## src/rtl/pixel_readout_pkg.sv

```systemverilog
// Shared types and helpers for the pixel readout sequencer.
// Holds the readout FSM state enum and the select-width helper.
package pixel_readout_pkg;

  typedef enum logic [2:0] {
    IDLE    = 3'd0,
    SELECT  = 3'd1,
    SAMPLE  = 3'd2,
    PRESENT = 3'd3,
    DONE    = 3'd4
  } readout_state_t;

  function automatic int clog2_min1(input int n);
    return (n <= 1) ? 1 : $clog2(n);
  endfunction

endpackage

```

## src/rtl/raster_counter.sv

```systemverilog
// Row/column raster counter for the pixel readout sequencer.
// Ports: clk, reset (async low), clear, advance -> row, col, last.
module raster_counter
  import pixel_readout_pkg::*;
#(
  parameter int N_ROWS = 2,
  parameter int N_COLS = 2,
  localparam int RW = clog2_min1(N_ROWS),
  localparam int CW = clog2_min1(N_COLS)
) (
  input  logic          clk,
  input  logic          reset,
  input  logic          clear,
  input  logic          advance,
  output logic [RW-1:0] row,
  output logic [CW-1:0] col,
  output logic          last
);

  localparam logic [RW-1:0] ROW_MAX = RW'(N_ROWS - 1);
  localparam logic [CW-1:0] COL_MAX = CW'(N_COLS - 1);

  logic row_end;
  logic col_end;

  assign row_end = (row == ROW_MAX);
  assign col_end = (col == COL_MAX);
  assign last    = row_end & col_end;

  always_ff @(posedge clk or negedge reset) begin
    if (!reset) begin
      row <= '0;
      col <= '0;
    end else if (clear) begin
      row <= '0;
      col <= '0;
    end else if (advance) begin
      if (col_end) begin
        col <= '0;
        row <= row_end ? '0 : row + RW'(1);
      end else begin
        col <= col + CW'(1);
      end
    end
  end

endmodule

```

## src/rtl/pixel_readout.sv

```systemverilog
// Frame readout sequencer: walks the pixel array in raster order after
// the ADC finishes and streams codes out over valid/ready.
// Ports: clk, reset (async low), adc_finished, pixel_data -> row_sel,
// col_sel, read_enable, out_data, out_valid, busy, frame_done, overrun;
// out_ready in. Macro PIXEL_READOUT_PARITY_EN adds out_parity.
module pixel_readout
  import pixel_readout_pkg::*;
#(
  parameter int N_ROWS = 2,
  parameter int N_COLS = 2,
  parameter int DATA_W = 8
) (
  input  logic                          clk,
  input  logic                          reset,
  input  logic                          adc_finished,
  input  logic [DATA_W-1:0]             pixel_data,
  output logic [clog2_min1(N_ROWS)-1:0] row_sel,
  output logic [clog2_min1(N_COLS)-1:0] col_sel,
  output logic                          read_enable,
  output logic [DATA_W-1:0]             out_data,
  output logic                          out_valid,
`ifdef PIXEL_READOUT_PARITY_EN
  output logic                          out_parity,
`endif
  input  logic                          out_ready,
  output logic                          busy,
  output logic                          frame_done,
  output logic                          overrun
);

  readout_state_t state_q, state_d;

  logic              adc_prev;
  logic              start;
  logic              clear;
  logic              advance;
  logic              last;
  logic              re_d;
  logic              valid_d;
  logic              done_d;
  logic              ovr_d;
  logic [DATA_W-1:0] data_d;

  // adc_prev resets high so a level already up at release is ignored
  assign start = adc_finished & ~adc_prev;

  raster_counter #(
    .N_ROWS(N_ROWS),
    .N_COLS(N_COLS)
  ) u_raster (
    .clk    (clk),
    .reset  (reset),
    .clear  (clear),
    .advance(advance),
    .row    (row_sel),
    .col    (col_sel),
    .last   (last)
  );

  always_ff @(posedge clk or negedge reset) begin
    if (!reset) begin
      state_q     <= IDLE;
      adc_prev    <= 1'b1;
      read_enable <= 1'b0;
      out_data    <= '0;
      out_valid   <= 1'b0;
      busy        <= 1'b0;
      frame_done  <= 1'b0;
      overrun     <= 1'b0;
    end else begin
      state_q     <= state_d;
      adc_prev    <= adc_finished;
      read_enable <= re_d;
      out_data    <= data_d;
      out_valid   <= valid_d;
      busy        <= (state_d != IDLE);
      frame_done  <= done_d;
      overrun     <= ovr_d;
    end
  end

`ifdef PIXEL_READOUT_PARITY_EN
  always_ff @(posedge clk or negedge reset) begin
    if (!reset) out_parity <= 1'b0;
    else        out_parity <= ^data_d;
  end
`endif

  always_comb begin
    state_d = state_q;
    re_d    = read_enable;
    data_d  = out_data;
    valid_d = out_valid;
    done_d  = 1'b0;
    ovr_d   = overrun;
    clear   = 1'b0;
    advance = 1'b0;
    unique case (state_q)
      IDLE: begin
        if (start) begin
          ovr_d   = 1'b0;
          clear   = 1'b1;
          re_d    = 1'b1;
          state_d = SELECT;
        end
      end
      SELECT: state_d = SAMPLE;
      SAMPLE: begin
        data_d  = pixel_data;
        valid_d = 1'b1;
        re_d    = 1'b0;
        state_d = PRESENT;
      end
      PRESENT: begin
        if (out_valid & out_ready) begin
          valid_d = 1'b0;
          if (last) begin
            done_d  = 1'b1;
            state_d = DONE;
          end else begin
            advance = 1'b1;
            re_d    = 1'b1;
            state_d = SELECT;
          end
        end
      end
      DONE: begin
        clear   = 1'b1;
        state_d = IDLE;
      end
      default: state_d = IDLE;
    endcase
    // A start edge mid-frame never restarts; it only flags overrun
    if (start && state_q != IDLE) ovr_d = 1'b1;
  end

endmodule

```

## config.mk

```make
export PLATFORM = sky130hd
export DESIGN_NAME = pixel_readout
export DESIGN_NICKNAME = d
export VERILOG_FILES = /design/src/rtl/pixel_readout_pkg.sv /design/src/rtl/raster_counter.sv /design/src/rtl/pixel_readout.sv
export SDC_FILE = /design/constraint.sdc
export NUM_CORES = 1
export LEC_CHECK = 0
export CORE_MARGIN = 1
export CORE_UTILIZATION = 45
export DETAILED_ROUTE_END_ITERATION = 16
export MAX_ROUTING_LAYER = met4
export PLACE_DENSITY = 0.9
export SLEW_MARGIN = 25
export SYNTH_ARGS = -nofsm -noshare
export SYNTH_HDL_FRONTEND = slang
export SYNTH_SLANG_ARGS = --single-unit
```

## constraint.sdc

```tcl
create_clock -name clk -period 2.3 [get_ports clk]
set_input_delay 0.575 -clock clk [delete_from_list [all_inputs] [get_ports clk]]
set_output_delay 0.575 -clock clk [all_outputs]
set_load 0.1 [all_outputs]
```

==> results.py <==
metrics = {
    "cts": {
        "cts_tree": "built",
        "post_cts_resized": 0,
        "cts_max_path_buffers": 2,
        "cts_hold_buf": 0,
        "cts-root-buf": "clkbuf_4",
        "cts_buffers": 3,
        "path_clk_slew_ns": 0.11,
        "post-cts-setup-buffers": 0,
        "htreeDepth": 1,
        "clock_latency_ns": 0.29,
        "numClockSinks": 19,
    },
    "placed_design": {
        "placedCellCount": 100,
        "port_buffers": 26,
        "hpwl_um": 1170,
        "gp_congestion": 0.776,
    },
    "setup_path": {
        "max_stage_delay_ns": 0.49,
        "critical_path.cell_chain": "nor2b_4, and2b_1, mux2_4",
        "critPathRequiredTime_ns": 2.48,
        "crit_family": "simple AND/OR/NAND/NOR gates",
        "arrival_ns": 1.83,
        "critPathLaunchType": "register",
        "end_kind": "register",
        "worst_path_max_delay_cell": "and2b_1",
        "critPathKind": "reg -> reg",
        "crit_buf_inv": 0,
        "cp_max_fo": 10,
    },
    "die": {
        "die_w_um": 43.7,
        "initial_core_util_pct": 50.2,
        "core_area_um2": 1560,
        "io_pins": 27,
        "rows": 14,
        "die_y_um": 43.7,
        "dieArea_um2": 1910,
    },
    "drt": {
        "postRouteAntennaNets": 0,
        "viasPerCell": 5.26,
        "wl_per_cell_um": 14.8,
        "vias": 547,
        "drt_iter0_drc": 4,
        "drc_errors": 2,
        "first_pass_iters": 9,
        "wl_um": 1530,
    },
    "synthesis": {
        "async_reset_ff_share_pct": 100,
        "seq_area_frac_synth_pct": 60.9,
        "yosysWarningCount": 0,
        "synth-simple-area-share_pct": 12.8,
        "synth_area_um2": 783,
        "synth_top_family_by_area": "multiplexers",
        "synthMostInstantiatedCell": "dfrtp_1",
        "ys_seq_elements": 19,
        "synth_compound_area_share_pct": 9.11,
        "yosysTopAreaCell": "dfrtp_1",
        "synth_cell_types": 22,
        "syn_avg_cell_area_um2": 13.3,
        "syn_inst": 59,
        "synth_edf_count": 0,
        "synth_nets": 71,
        "ys.flop_type": "dfrtp_1",
        "synthTopCellsByArea": "dfrtp_1 (58%), mux2_4 (15%), dfstp_2 (3.4%)",
        "yosys.area_share.xor_xnor_pct": 0,
        "yosysTopAreaCellShare_pct": 57.5,
        "synth.cells.most_frequent": "dfrtp_1 (18), mux2_4 (8), nor2_1 (6)",
        "synthAdderAreaFrac_pct": 0,
        "synth.area.mux_share_pct": 15.3,
    },
    "sta": {
        "hold_viol_final": 0,
        "min_period_ns": 1.66,
        "setup_viol": 0,
        "slew_headroom_pct": 64.7,
        "fin_crit_sh_pct": 72.0,
        "worst_pin_slew_ns": 0.529,
        "finalClockSkew_ns": 0.00694,
        "fmax_mhz": 604,
        "hold_ws_ns": 0.525,
        "drv_slew": 0,
        "rsz0062_at_grt": "false",
        "tns_ns": 0,
    },
    "cells_and_area": {
        "final_nets": 101,
        "fin_cells": 104,
        "nFillCells": 112,
        "area_delta_synth_final_pct": 33.4,
        "multi_input_area_um2": 292,
        "n_antenna_cell": 0,
        "drive_gt1_share_pct": 34.1,
        "seq_area_um2": 477,
    },
    "global_routing": {
        "grt_usage_pct": 19.1,
        "grt_pass1_vias": 572,
        "antenna_found_initial": 0,
        "grt_pass1_wl_um": 2570,
        "grt_max_degree": 12,
        "grt_overflow": 0,
    },
    "status": {
        "outcome": "complete, but fails checks",
        "violations": "DRC",
    },
    "job": {
        "cap_violations": 0,
    },
    "hold_path": {
        "hp-class": "reg -> reg",
    },
}
[final timing paths]
check                                              from  slack (ns)  cells past startpoint                 endpoint
worst max-delay path               state_q[1]$_DFF_PN0_        0.64                      3  out_data[2]$_DFFE_PN0P_
worst min-delay path            out_data[3]$_DFFE_PN0P_        0.53                      1  out_data[3]$_DFFE_PN0P_
worst max register to register     state_q[1]$_DFF_PN0_        0.64                      3  out_data[2]$_DFFE_PN0P_
worst min register to register  out_data[3]$_DFFE_PN0P_        0.53                      1  out_data[3]$_DFFE_PN0P_
max in group asynchronous                         reset        1.16                      2       adc_prev$_DFF_PN1_
min in group asynchronous                         reset        0.57                      1  out_data[4]$_DFFE_PN0P_
[placed cells by master (no fill, tap or decap), drive strengths merged, types with 2 or more instances in the layout]
cell	count
dfrtp	18
buf	16
clkdlybuf4s50	11
mux2	8
nor2	6
nand2	5
clkbuf	4
a21oi	3
o21ai	2
nor3	2
nor2b	2
[routing by layer]
metal,wire (µm),global-route usage [%],part of all wire [%]
met5,0,-,0
met4,19,6.25,1.2
met3,64,4.58,4.2
met2,791,31.9,52
met1,659,22.6,43
[per-stage QoR]
stage	worst slack (ns)	instance area [µm²]	utilization, %
after detailed placement	0.486	1020	65.3
after global placement	0.537	1020	65.3
after floorplan	0.588	783	-
final	0.643	1040	67.0
after CTS	0.650	1040	67.0
after global routing	0.555	1040	67.0
[sequential cells by signal (all words and copies together), names as in the netlist]
register,flops
out_data,8
state_q,3
adc_prev,1
busy,1
frame_done,1
out_valid,1
overrun,1
read_enable,1
u_raster.col,1
u_raster.row,1
[worst register-to-register path: cells and delay by family (launching register included)]
kind,cells,cell delay [ns]
AND/OR/NAND/NOR,2,0.74
multiplexers,1,0.35
flip-flops,1,0.46
[final cells by class]
type	instances	area share (%)
Timing Repair Buffer	27	22.0
Clock buffer	4	2.51
Tap cell	16	1.92
Multi-Input combinational cell	38	27.9
Sequential cell	19	45.6
[logic make-up after synthesis]
family	after synthesis
flops	19
simple gates	19
buf+inv	2
mux	8
compound gates	11
Power is not shown: default switching activity piles up to over one toggle a cycle in this logic, so the estimate is an artifact.
